--- config.mk ---
export PLATFORM = sky130hd
export DESIGN_NAME = sw_seq_feeder_flat
export DESIGN_NICKNAME = d
export VERILOG_FILES = /design/src/rtl/sw_seq_feeder_if.sv /design/src/rtl/sw_seq_feeder.sv /design/src/flat_wrapper.sv
export SDC_FILE = /design/constraint.sdc
export NUM_CORES = 1
export LEC_CHECK = 0
export CORE_ASPECT_RATIO = 0.7
export CORE_MARGIN = 10
export CORE_UTILIZATION = 45
export DETAILED_ROUTE_END_ITERATION = 16
export PLACE_DENSITY = 0.72
export REMOVE_ABC_BUFFERS = 1
export SYNTH_ARGS = -nofsm -noshare
export SYNTH_HDL_FRONTEND = slang
export SYNTH_SLANG_ARGS = --single-unit
--- constraint.sdc ---
create_clock -name clk -period 3.2 [get_ports clk]
set_clock_uncertainty 0.05 [all_clocks]
set_input_delay 0.96 -clock clk [delete_from_list [all_inputs] [get_ports clk]]
set_output_delay 0.96 -clock clk [all_outputs]
set_load 0.02 [all_outputs]
--- src/rtl/sw_seq_feeder_if.sv ---
// Symbol-stream link between the sequence feeder (master) and the Smith-Waterman core (slave).
interface sw_seq_feeder_if;
    logic        sw_valid;
    logic [1:0]  sw_data_s;
    logic [1:0]  sw_data_t;
    logic        sw_finish;
    logic [11:0] sw_max;

    modport master (output sw_valid, sw_data_s, sw_data_t, input sw_finish, sw_max);
    modport slave  (input sw_valid, sw_data_s, sw_data_t, output sw_finish, sw_max);
endinterface

--- src/rtl/sw_seq_feeder.sv ---
// Streams host-loaded S/T buffers to the SW core, then captures its max score or times out.
// Optional running checksum of streamed symbols via SW_FEEDER_CHECKSUM_EN (stream_sum_o).
module sw_seq_feeder #(
    parameter int LEN         = 64,
    parameter int ADDR_W      = 6,
    parameter int TIMEOUT_CYC = 4095
) (
    input  logic              clk,
    input  logic              reset,
    input  logic              ld_we_i,
    input  logic [ADDR_W-1:0] ld_addr_i,
    input  logic [1:0]        ld_s_i,
    input  logic [1:0]        ld_t_i,
    input  logic              start_i,
    output logic              busy_o,
    output logic              done_o,
    output logic [11:0]       result_max_o,
    output logic              timeout_o,
`ifdef SW_FEEDER_CHECKSUM_EN
    output logic [7:0]        stream_sum_o,
`endif
    sw_seq_feeder_if.master   core
);

    typedef enum logic [1:0] {S_IDLE, S_STREAM, S_WAIT, S_DONE} state_t;

    localparam logic [ADDR_W:0] IDX_END = (ADDR_W+1)'(LEN);
    localparam logic [11:0]     TO_END  = 12'(TIMEOUT_CYC);

    state_t            state_q, state_d;
    logic [ADDR_W:0]   idx_q, idx_d;
    logic [11:0]       cnt_q, cnt_d;
    logic              valid_q, valid_d;
    logic [1:0]        ds_q, ds_d;
    logic [1:0]        dt_q, dt_d;
    logic              busy_q, busy_d;
    logic              done_q, done_d;
    logic [11:0]       res_q, res_d;
    logic              to_q, to_d;
`ifdef SW_FEEDER_CHECKSUM_EN
    logic [7:0]        sum_q, sum_d;
`endif

    logic [1:0] mem_s_q [LEN];
    logic [1:0] mem_t_q [LEN];

    // Buffer is only writable while idle, so a run always sees a frozen snapshot.
    always_ff @(posedge clk) begin
        if (state_q == S_IDLE && ld_we_i) begin
            mem_s_q[ld_addr_i] <= ld_s_i;
            mem_t_q[ld_addr_i] <= ld_t_i;
        end
    end

    always_comb begin
        state_d = state_q;
        idx_d   = idx_q;
        cnt_d   = cnt_q;
        valid_d = valid_q;
        ds_d    = ds_q;
        dt_d    = dt_q;
        busy_d  = busy_q;
        done_d  = done_q;
        res_d   = res_q;
        to_d    = to_q;
`ifdef SW_FEEDER_CHECKSUM_EN
        sum_d   = valid_q ? sum_q + {4'b0000, ds_q, dt_q} : sum_q;
`endif
        case (state_q)
            S_IDLE: begin
                if (start_i && !ld_we_i) begin
                    state_d = S_STREAM;
                    valid_d = 1'b1;
                    ds_d    = mem_s_q[0];
                    dt_d    = mem_t_q[0];
                    idx_d   = (ADDR_W+1)'(1);
                    busy_d  = 1'b1;
`ifdef SW_FEEDER_CHECKSUM_EN
                    sum_d   = 8'd0;
`endif
                end
            end
            S_STREAM: begin
                if (idx_q == IDX_END) begin
                    state_d = S_WAIT;
                    valid_d = 1'b0;
                    ds_d    = 2'd0;
                    dt_d    = 2'd0;
                    cnt_d   = 12'd0;
                end else begin
                    ds_d  = mem_s_q[idx_q[ADDR_W-1:0]];
                    dt_d  = mem_t_q[idx_q[ADDR_W-1:0]];
                    idx_d = idx_q + 1'b1;
                end
            end
            S_WAIT: begin
                // Finish takes priority over a coincident timeout.
                if (core.sw_finish) begin
                    state_d = S_DONE;
                    res_d   = core.sw_max;
                    to_d    = 1'b0;
                    done_d  = 1'b1;
                    busy_d  = 1'b0;
                end else if (cnt_q + 12'd1 == TO_END) begin
                    state_d = S_DONE;
                    res_d   = 12'd0;
                    to_d    = 1'b1;
                    done_d  = 1'b1;
                    busy_d  = 1'b0;
                end else begin
                    cnt_d = cnt_q + 12'd1;
                end
            end
            S_DONE: begin
                done_d  = 1'b0;
                state_d = S_IDLE;
            end
            default: state_d = S_IDLE;
        endcase
    end

    always_ff @(posedge clk or posedge reset) begin
        if (reset) begin
            state_q <= S_IDLE;
            idx_q   <= '0;
            cnt_q   <= '0;
            valid_q <= 1'b0;
            ds_q    <= 2'd0;
            dt_q    <= 2'd0;
            busy_q  <= 1'b0;
            done_q  <= 1'b0;
            res_q   <= 12'd0;
            to_q    <= 1'b0;
`ifdef SW_FEEDER_CHECKSUM_EN
            sum_q   <= 8'd0;
`endif
        end else begin
            state_q <= state_d;
            idx_q   <= idx_d;
            cnt_q   <= cnt_d;
            valid_q <= valid_d;
            ds_q    <= ds_d;
            dt_q    <= dt_d;
            busy_q  <= busy_d;
            done_q  <= done_d;
            res_q   <= res_d;
            to_q    <= to_d;
`ifdef SW_FEEDER_CHECKSUM_EN
            sum_q   <= sum_d;
`endif
        end
    end

    assign core.sw_valid  = valid_q;
    assign core.sw_data_s = ds_q;
    assign core.sw_data_t = dt_q;
    assign busy_o         = busy_q;
    assign done_o         = done_q;
    assign result_max_o   = res_q;
    assign timeout_o      = to_q;
`ifdef SW_FEEDER_CHECKSUM_EN
    assign stream_sum_o   = sum_q;
`endif

endmodule
--- src/flat_wrapper.sv ---
// flat-port wrapper written by rule: the top's interface ports become plain ports
module sw_seq_feeder_flat 
#(
    parameter int LEN         = 64,
    parameter int ADDR_W      = 6,
    parameter int TIMEOUT_CYC = 4095
)
  (clk, reset, ld_we_i, ld_addr_i, ld_s_i, ld_t_i, start_i, busy_o, done_o, result_max_o, timeout_o, core_sw_valid, core_sw_data_s, core_sw_data_t, core_sw_finish, core_sw_max);
  sw_seq_feeder_if core_i ();
  input  logic clk;
  input  logic reset;
  input  logic ld_we_i;
  input  logic [ADDR_W-1:0] ld_addr_i;
  input  logic [1:0] ld_s_i;
  input  logic [1:0] ld_t_i;
  input  logic start_i;
  output logic busy_o;
  output logic done_o;
  output logic [11:0] result_max_o;
  output logic timeout_o;
  output wire logic [$bits(core_i.sw_valid)-1:0] core_sw_valid;
  output wire logic [$bits(core_i.sw_data_s)-1:0] core_sw_data_s;
  output wire logic [$bits(core_i.sw_data_t)-1:0] core_sw_data_t;
  input wire logic [$bits(core_i.sw_finish)-1:0] core_sw_finish;
  input wire logic [$bits(core_i.sw_max)-1:0] core_sw_max;
  assign core_sw_valid = core_i.sw_valid;
  assign core_sw_data_s = core_i.sw_data_s;
  assign core_sw_data_t = core_i.sw_data_t;
  assign core_i.sw_finish = core_sw_finish;
  assign core_i.sw_max = core_sw_max;
  sw_seq_feeder #(.LEN(LEN), .ADDR_W(ADDR_W), .TIMEOUT_CYC(TIMEOUT_CYC)) u_core (.clk(clk), .reset(reset), .ld_we_i(ld_we_i), .ld_addr_i(ld_addr_i), .ld_s_i(ld_s_i), .ld_t_i(ld_t_i), .start_i(start_i), .busy_o(busy_o), .done_o(done_o), .result_max_o(result_max_o), .timeout_o(timeout_o), .core(core_i));
endmodule
Yosys cells after proc, flatten, opt, wreduce, memory -nomap -nowiden --
Memories as Yosys holds them, arrays and structs flattened. Index checks and enable logic that the tools add are counted.
Cells by class: reduce and logical (&&, ||, !) cells 17, $add $sub $neg 2, equal/unequal tests 11, mux-type cells 32
Operator list (number):
- $mux W12 | 5
- $pmux W12 S2 | 1
- $mux W2 | 8
- $mux W7 | 2
- $pmux W7 S2 | 1
- $add A12 B1 Y12 const B | 1
- $eq A12 B12 Y1 const B | 1
- $reduce_and A3 Y1 | 4
- $reduce_bool A2 Y1 | 5
- $mux W1 | 9
- $ne A2 B2 Y1 const B | 4
- $pmux W2 S2 | 2
- $pmux W2 S4 | 1
- $add A7 B1 Y7 const B | 1
- $eq A7 B7 Y1 const B | 1
- $pmux W1 S2 | 3
- $reduce_and A2 Y1 | 3
- $eq A2 B2 Y1 const B | 2
- $reduce_and A4 Y1 | 1
- $ne A3 B2 Y1 const B | 1
- $eq A2 B1 Y1 const B | 1
- $logic_and A1 B1 Y1 | 2
- $logic_not A2 Y1 | 1
- $ne A2 B1 Y1 const B | 1
- $logic_not A1 Y1 | 1
Storage, ports and cells: word-level logic and storage cells 74, memory bits (writable) 256, output and inout bits 20, bits in registers 41, input bits 27, memories 2
Memories:
- u_core.mem_s_q | depth 64, width 2, read ports 2, clocked after Yosys merged registers in 0, wr ports 1, RTL line sw_seq_feeder.sv:44 | logic [1:0] mem_s_q [LEN];
- u_core.mem_t_q | depth 64, width 2, read ports 2, clocked after Yosys merged registers in 0, wr ports 1, RTL line sw_seq_feeder.sv:45 | logic [1:0] mem_t_q [LEN];

Logic depth before layout (Yosys ltp) --
word-level depth 5, mapped depth 12

Least setup slack after synthesis --
OpenSTA, ideal clock, no wires.
path type reg2reg, start register u_core.idx_q[1], end register u_core.cnt_q[7], data required time 3040 ps, data arrival time 2515 ps, setup slack 524 ps, path buffers 4, stages on the path, launching flop included 12, cells stage by stage dfrtp_1 -> buf_2 -> buf_1 -> buf_2 -> inv_1 -> ha_1 -> and3_1 -> nand2_1 -> a21boi_0 -> clkbuf_1 -> o311ai_0 -> o41ai_1
Between the ends: cells in the longest elaborated chain, start to end 3
RTL lines:
- start, declared | RTL line sw_seq_feeder.sv:31 | logic [ADDR_W:0] idx_q, idx_d;
- start signal, assigned | RTL line sw_seq_feeder.sv:139 | idx_q <= idx_d;
- $eq A7 B7 Y1 | RTL line sw_seq_feeder.sv:84 | if (idx_q == IDX_END) begin
- $ne A2 B1 Y1 (no source line)
- $reduce_and A4 Y1 (no source line)
- end signal, assigned | RTL line sw_seq_feeder.sv:140 | cnt_q <= cnt_d;
- end, declared | RTL line sw_seq_feeder.sv:32 | logic [11:0] cnt_q, cnt_d;
Every way passes these cells. A chain may end at the register's enable or synchronous reset.

Final worst setup path --
start register u_core.cnt_q[1], end register u_core.res_q[11], in the netlist u_core.result_max_o[11]
Between the ends: cells in the longest elaborated chain, start to end 4
RTL lines:
- $add A12 B1 Y12 | RTL line sw_seq_feeder.sv:104 | end else if (cnt_q + 12'd1 == TO_END) begin
- $eq A12 B12 Y1 | RTL line sw_seq_feeder.sv:104
- $reduce_bool A2 Y1 (no source line)
- $reduce_and A2 Y1 (no source line)
- end signal, assigned | RTL line sw_seq_feeder.sv:146 | res_q <= res_d;
- end, declared | RTL line sw_seq_feeder.sv:38 | logic [11:0] res_q, res_d;
Every way passes these cells.

==> insert_results.sql <==
INSERT INTO impl_metrics (metric_group, metric, value, unit) VALUES
('route', 'drtPass1Iterations', '7', ''),
('route', 'routed_via_density', '5.88', ''),
('timing', 'tightestPinTransition', '799', 'ps'),
('worst_setup_path', 'crit_path_top_delay_cell', 'or4_4', ''),
('timing', 'timing.final.ws_setup', '317', 'ps'),
('route', 'highest-signal-layer', 'met4', ''),
('synth', 'synth_warnings', '0', ''),
('route', 'drt_iter0_markers', '828', ''),
('timing', 'totalNegativeSetupSlack', '0', 'ps'),
('pwr', 'power_density', '745', 'nW/µm²'),
('worst_setup_path', 'critical_path.reg2reg.endpoint', 'u_core.result_max_o[11]', ''),
('timing', 'worst_slew_margin_relative_to_its_limit', '46.7', '%'),
('layout', 'num-nets-final', '846', ''),
('synth', 'postSynthRegisterBits', '297', ''),
('timing', 'timing_hold_violations_final', '0', ''),
('synth', 'synth.cell_area', '12400', 'µm²'),
('worst_setup_path', 'crit_required', '3560', 'ps'),
('route', 'route.detailed.wl_per_inst', '23.7', 'µm'),
('synth', 'number_of_standard_cells_after_synthesis', '724', ''),
('flow_run', 'max_cap_violations', '0', ''),
('layout', 'layout-drive-gt1-share', '22.8', '%'),
('route', 'm1WireLength', '13.1', 'mm'),
('clocking', 'cts-resized-gates', '0', ''),
('die', 'design.portCount', '47', ''),
('run_status', 'outcome', 'finished clean', ''),
('timing', 'max_clk_rate', '347', 'MHz'),
('placed_design', 'dp_hpwl', '18.6', 'mm'),
('pwr', 'power.sequential.fraction', '42.6', '%'),
('synth', 'syn_area_per_cell', '17.2', 'µm²'),
('timing', 'setup_viol', '0', ''),
('worst_setup_path', 'critical_path.endpoint_type', 'flip-flop', ''),
('die', 'floorplan.rows', '50', ''),
('route', 'detail_route.wirelength', '28.3', 'mm'),
('worst_setup_path', 'critPathMaxStageDelay', '530', 'ps'),
('pwr', 'netSwitchingPower', '3.04', 'mW'),
('placed_design', 'dp.cells', '1144', ''),
('worst_setup_path', 'cp_max_fo', '18', ''),
('layout', 'layout.cell_area.non_filler', '14600', 'µm²'),
('pwr', 'combinational_group_share_of_total_power', '25.4', '%'),
('clocking', 'postCtsHoldBufs', '0', ''),
('timing', 'fin_crit', '2880', 'ps'),
('worst_setup_path', 'worstSetupEndpoint', 'u_core.result_max_o[11]', ''),
('synth', 'synthArstFlopShare', '13.8', '%'),
('placed_design', 'pre_cts_ws', '9.36', 'ps'),
('worst_setup_path', 'timing.setup.critical_path_class', 'reg -> reg', ''),
('worst_setup_path', 'worst_r2r_path_depth', '8', ''),
('clocking', 'clock_sinks', '297', ''),
('pwr', 'power.switching_fraction', '28.0', '%'),
('grt', 'grt_remaining_overflow', '0', ''),
('route', 'antenna_violating_nets_post_route', '0', ''),
('timing', 'timing.final.max_slew_violations', '0', ''),
('pwr', 'vdd_ir_drop_max', '0.519', 'mV'),
('layout', 'antenna-diode-count', '0', ''),
('placed_design', 'placement.io_buffers', '46', ''),
('clocking', 'cts_setup_buffers', '0', ''),
('pwr', 'leakage', '4.80', 'nW'),
('worst_setup_path', 'setup.worst_path.start', 'u_core.cnt_q[1]', ''),
('synth', 'seq_total_area_yosys', '70.1', '%'),
('grt', 'antenna_violations_before_repair', '1', ''),
('clocking', 'cts-htree-levels', '1', ''),
('worst_setup_path', 'path_cells', 'ha_1 -> nand2_1 -> or4_4 -> xnor2_2 -> nand4_2 -> o21bai_4 -> nand2_1 -> a22o_1', ''),
('worst_setup_path', 'worst_r2r_startpoint', 'u_core.cnt_q[1]', ''),
('clocking', 'total_clock_buffers_created_by_cts', '27', ''),
('layout', 'post-route-util', '54.0', '%'),
('placed_design', 'placed_area', '13600', 'µm²'),
('grt', 'grt_max_degree', '65', ''),
('synth', 'ys.flop_type', 'edfxtp_1', ''),
('die', 'initial_util', '46.1', '%'),
('worst_setup_path', 'r2r_setup_slack', '320', 'ps'),
('die', 'fp.dieW', '219', 'µm'),
('worst_setup_path', 'critPathArrivalTime', '3250', 'ps');
==> worst min path at each step <==
stage / cells after the start / slack, ps / endpoint / startpoint
finish: 1 / 460 / u_core.result_max_o[2] / u_core.result_max_o[2]
global route: 1 / 480 / u_core.result_max_o[5] / u_core.result_max_o[5]
CTS: 1 / 460 / u_core.result_max_o[2] / u_core.result_max_o[2]
detailed placement: 2 / 440 / u_core.timeout_o / u_core.timeout_o
global placement: 2 / 430 / u_core.timeout_o / u_core.timeout_o
floorplan: 1 / 440 / u_core.cnt_q[7] / u_core.cnt_q[7]
==> logic make-up after synthesis <==
family	after synthesis	synth area share [%]
AND/OR/NAND/NOR	193	7.22
multiplexers	88	14.8
AO/OA/AOI/OAI	78	4.71
XOR/XNOR	4	0.342
flip-flops	297	70.1
buffers and inverters	54	1.87
adder cells (fa/ha/maj)	10	1.01
==> flip-flops by register name (all words and copies together) (netlist names), 2 cells and up <==
| name | count |
|---|---|
| u_core.core.sw_data_t | 2 |
| u_core.state_q | 2 |
| u_core.mem_t_q | 128 |
| u_core.idx_q | 7 |
| u_core.core.sw_data_s | 2 |
| u_core.mem_s_q | 128 |
| u_core.result_max_o | 12 |
| u_core.cnt_q | 12 |
==> through the flow <==
| step | hold slack, ps | power [mW] |
|---|---|---|
| after floorplan | 442 | 6.44 |
| after global placement | 430 | 7.42 |
| after detailed placement | 438 | 7.45 |
| after CTS | 456 | 10.9 |
| after global routing | 483 | 11.3 |
| final | 455 | 10.8 |
==> cells in the mapped netlist (2+ instances only) <==
library cell	number	area share [%]
or3b_2	2	0.14
nor4_1	4	0.20
a21o_1	3	0.18
dfrtp_1	41	8.3
nand2b_1	3	0.15
and2_1	2	0.10
xor2_1	3	0.21
nand4_1	9	0.45
clkbuf_1	23	0.69
mux4_2	76	14
buf_4	2	0.12
nand2_1	38	1.1
a2111oi_0	2	0.14
buf_2	12	0.48
o311ai_0	7	0.49
nor2b_1	2	0.10
o211ai_1	4	0.24
o41ai_1	2	0.14
edfxtp_1	256	62
a21oi_1	12	0.48
nand3b_1	2	0.12
nand3_1	22	0.89
mux2_2	3	0.27
o21ai_0	13	0.52
nor3_1	14	0.56
buf_1	3	0.091
or2_2	2	0.10
clkinv_1	2	0.060
a21boi_0	3	0.18
inv_1	10	0.30
nor2_1	79	2.4
or3_1	3	0.15
and3_1	5	0.25
a31oi_1	6	0.30
nor4b_1	2	0.14
a22o_1	12	0.85
ha_1	10	1.0
mux2i_1	8	0.64
==> layer usage <==
layer  GRT usage (%)  up-vias
li1                -     3054
met1            24.6     3621
met2            22.9      288
met3            3.70       43
met4            3.34        0
met5               0        -
==> power groups by stage <==
| stage | logic [mW] | clock network [mW] | registers (mW) |
|---|---|---|---|
| after floorplan | 1.47 | 0 | 4.96 |
| after global placement | 2.72 | 0 | 4.70 |
| after detailed placement | 2.75 | 0 | 4.70 |
| after CTS | 2.77 | 3.52 | 4.63 |
| after global routing | 2.94 | 3.68 | 4.66 |
| final | 2.75 | 3.47 | 4.62 |
==> cell type report <==
cell class | instances | area, µm²
sequential | 297 | 8720
timing repair buffer | 97 | 898
fill | 2093 | 12400
clock inverter | 11 | 205
multi-input combinational | 373 | 3490
tap | 364 | 455
clock buffer | 37 | 743
inverter | 13 | 48.8
==> cell usage in the layout, fill, tap and decap left out, drive strengths merged, types with 4 or more instances in the layout <==
master,instances
a21oi,13
a22o,12
a31oi,6
and3,5
buf,55
bufinv,6
clkbuf,37
clkdlybuf4s50,42
clkinv,6
dfrtp,41
edfxtp,256
ha,10
inv,11
mux2,4
mux2i,8
mux4,76
nand2,38
nand3,23
nand4,10
nor2,79
nor3,14
nor4,4
o211ai,4
o21ai,14
o311ai,7
==> worst max-delay path: cells and delay by family (launching register included) <==
family	cells	cell delay, ps
compound gates	2	680
simple gates	4	1190
flops	1	470
xor+xnor	1	150
fa+ha+maj	1	220
Note: power is estimated with default switching activity, not from simulation.
==> RTL change (same settings) <==
Put one more register stage on the output `timeout_o`. The value now appears one clock later. The other outputs are not delayed to match.
--- a/src/rtl/sw_seq_feeder.sv
+++ b/src/rtl/sw_seq_feeder.sv
@@ -157,7 +157,9 @@
     assign busy_o         = busy_q;
     assign done_o         = done_q;
     assign result_max_o   = res_q;
-    assign timeout_o      = to_q;
+    always_ff @(posedge clk) begin
+        timeout_o <= to_q;
+    end
 `ifdef SW_FEEDER_CHECKSUM_EN
     assign stream_sum_o   = sum_q;
 `endif
Formal check against the unedited RTL: same outputs for any inputs over 4 cycles, from zero or initial values and one cycle with reset high; that may be too few to reach the edited logic, so the function may still have changed.
==> RTL change against the unedited design <==
Worst setup slack worse by 0.055 ns. Count of clock-buffer cells in the layout fell by 5. Critical path depth unchanged. Die area increased by 0.13%. Synthesized area up 0.15%. Routed wire length decreased by 3.6%. Core utilization is 0.93 points lower. Sequential cell count grew 1. First-iteration DRC count shrank 1.3%. Power is 2.4% lower. Highest routed layer unchanged. Design area decreased by 1.7%.
==> RTL change: results (changes against the unedited design) <==
* Status: finished, final reports clean
* DP Cell Count at 1121 (-2.0%)
* Worst-Margin Slew at 0.771 ns (-0.0278 ns)
* First-pass GRT wire length at 42600 µm (-2.7%)
* Vias in the first global route at 6766 (-2.5%)
* Vias per cell at 5.88 (about the same)
* Asr flop ratio synth at 0.138 (-0.000463)
* DRT Pass-1 Iters at 5 (-2)
* Syn Inst Count at 726 (+0.28%)
* Met3 WL at 2440 µm (+10%)
* Grt met2 use at 0.217 (-0.0126)
* Met3 usage at 0.0345 (-0.00246)
* Final Core Density at 0.531 (-0.00933)
* RePlAce Congestion at 0.823 (-6.1%)
* M1 WL at 12500 µm (-4.5%)
* Seq/Total Area, Yosys at 0.701 (about the same)
* P_leak at 4.64 nW (-3.4%)
* Fillers at 2106 (+0.62%)
* Total GRT Usage at 0.157 (-0.00461)
* Largest net degree at the start of global routing at 68 (+4.6%)
* Layout cells sized above 1 at 0.200 (-0.0283)
* Violation count after the first detailed-route iteration at 817 (-1.3%)
* HPWL Detailed at 17700 µm (-4.9%)
* Worst slack, placed at 0.165 ns (+0.156 ns)
* Non-Filler Instances at 1169 (-1.9%)
* Nets at 823 (-2.7%)
* Yosys cell types at 61 (+1.7%)
* Initial antenna violation count at 0 (-1)
-- RTL change: worst max-delay path, stage by stage (launching register included) --
cell and delay, ns:
dfrtp_1 0.47, ha_1 0.23, nand2_1 0.09, or4_4 0.52, xnor2_2 0.15, nand4_2 0.20
o21bai_4 0.43, nand2_1 0.39, a22o_1 0.29
-- RTL change: final timing paths --
path / start / endpoint / slack (ns) / depth (start not counted)
worst max-delay path: u_core.cnt_q[1] / u_core.result_max_o[0] / 0.26 / 8
worst min-delay path: u_core.to_q / u_core.timeout_o / 0.32 / 0
worst max register to register: u_core.cnt_q[1] / u_core.result_max_o[0] / 0.26 / 8
worst min register to register: u_core.to_q / u_core.timeout_o / 0.32 / 0
max in group asynchronous: reset / u_core.cnt_q[4] / 1.63 / 3
min in group asynchronous: reset / u_core.result_max_o[9] / 0.80 / 2
-- RTL change: report_power, final --
part	internal, mW	leakage (nW)	total (mW)	switching [mW]
sequential	4.40	2.83	4.58	0.181
clock	1.87	0.419	3.27	1.40
combinational	1.30	1.39	2.73	1.44
-- RTL change: cell families (layout without fill, tap and decap cells) --
family,Yosys count,in the layout,share of synthesized area
mux,88,88,0.147
flops,298,298,0.701
xor+xnor,4,4,0.00342
simple gates,194,194,0.0720
compound gates,78,78,0.0470
fa+ha+maj,10,10,0.0100
buf+inv,54,133,0.0187
-- RTL change: area by class of cell --
| cell class | count | share of cell area |
|---|---|---|
| Multi-Input combinational cell | 374 | 0.244 |
| Sequential cell | 298 | 0.611 |
| Clock buffer | 32 | 0.0485 |
| Timing Repair Buffer | 72 | 0.0488 |
| Inverter | 13 | 0.00341 |
| Tap cell | 364 | 0.0318 |
| Clock inverter | 16 | 0.0129 |
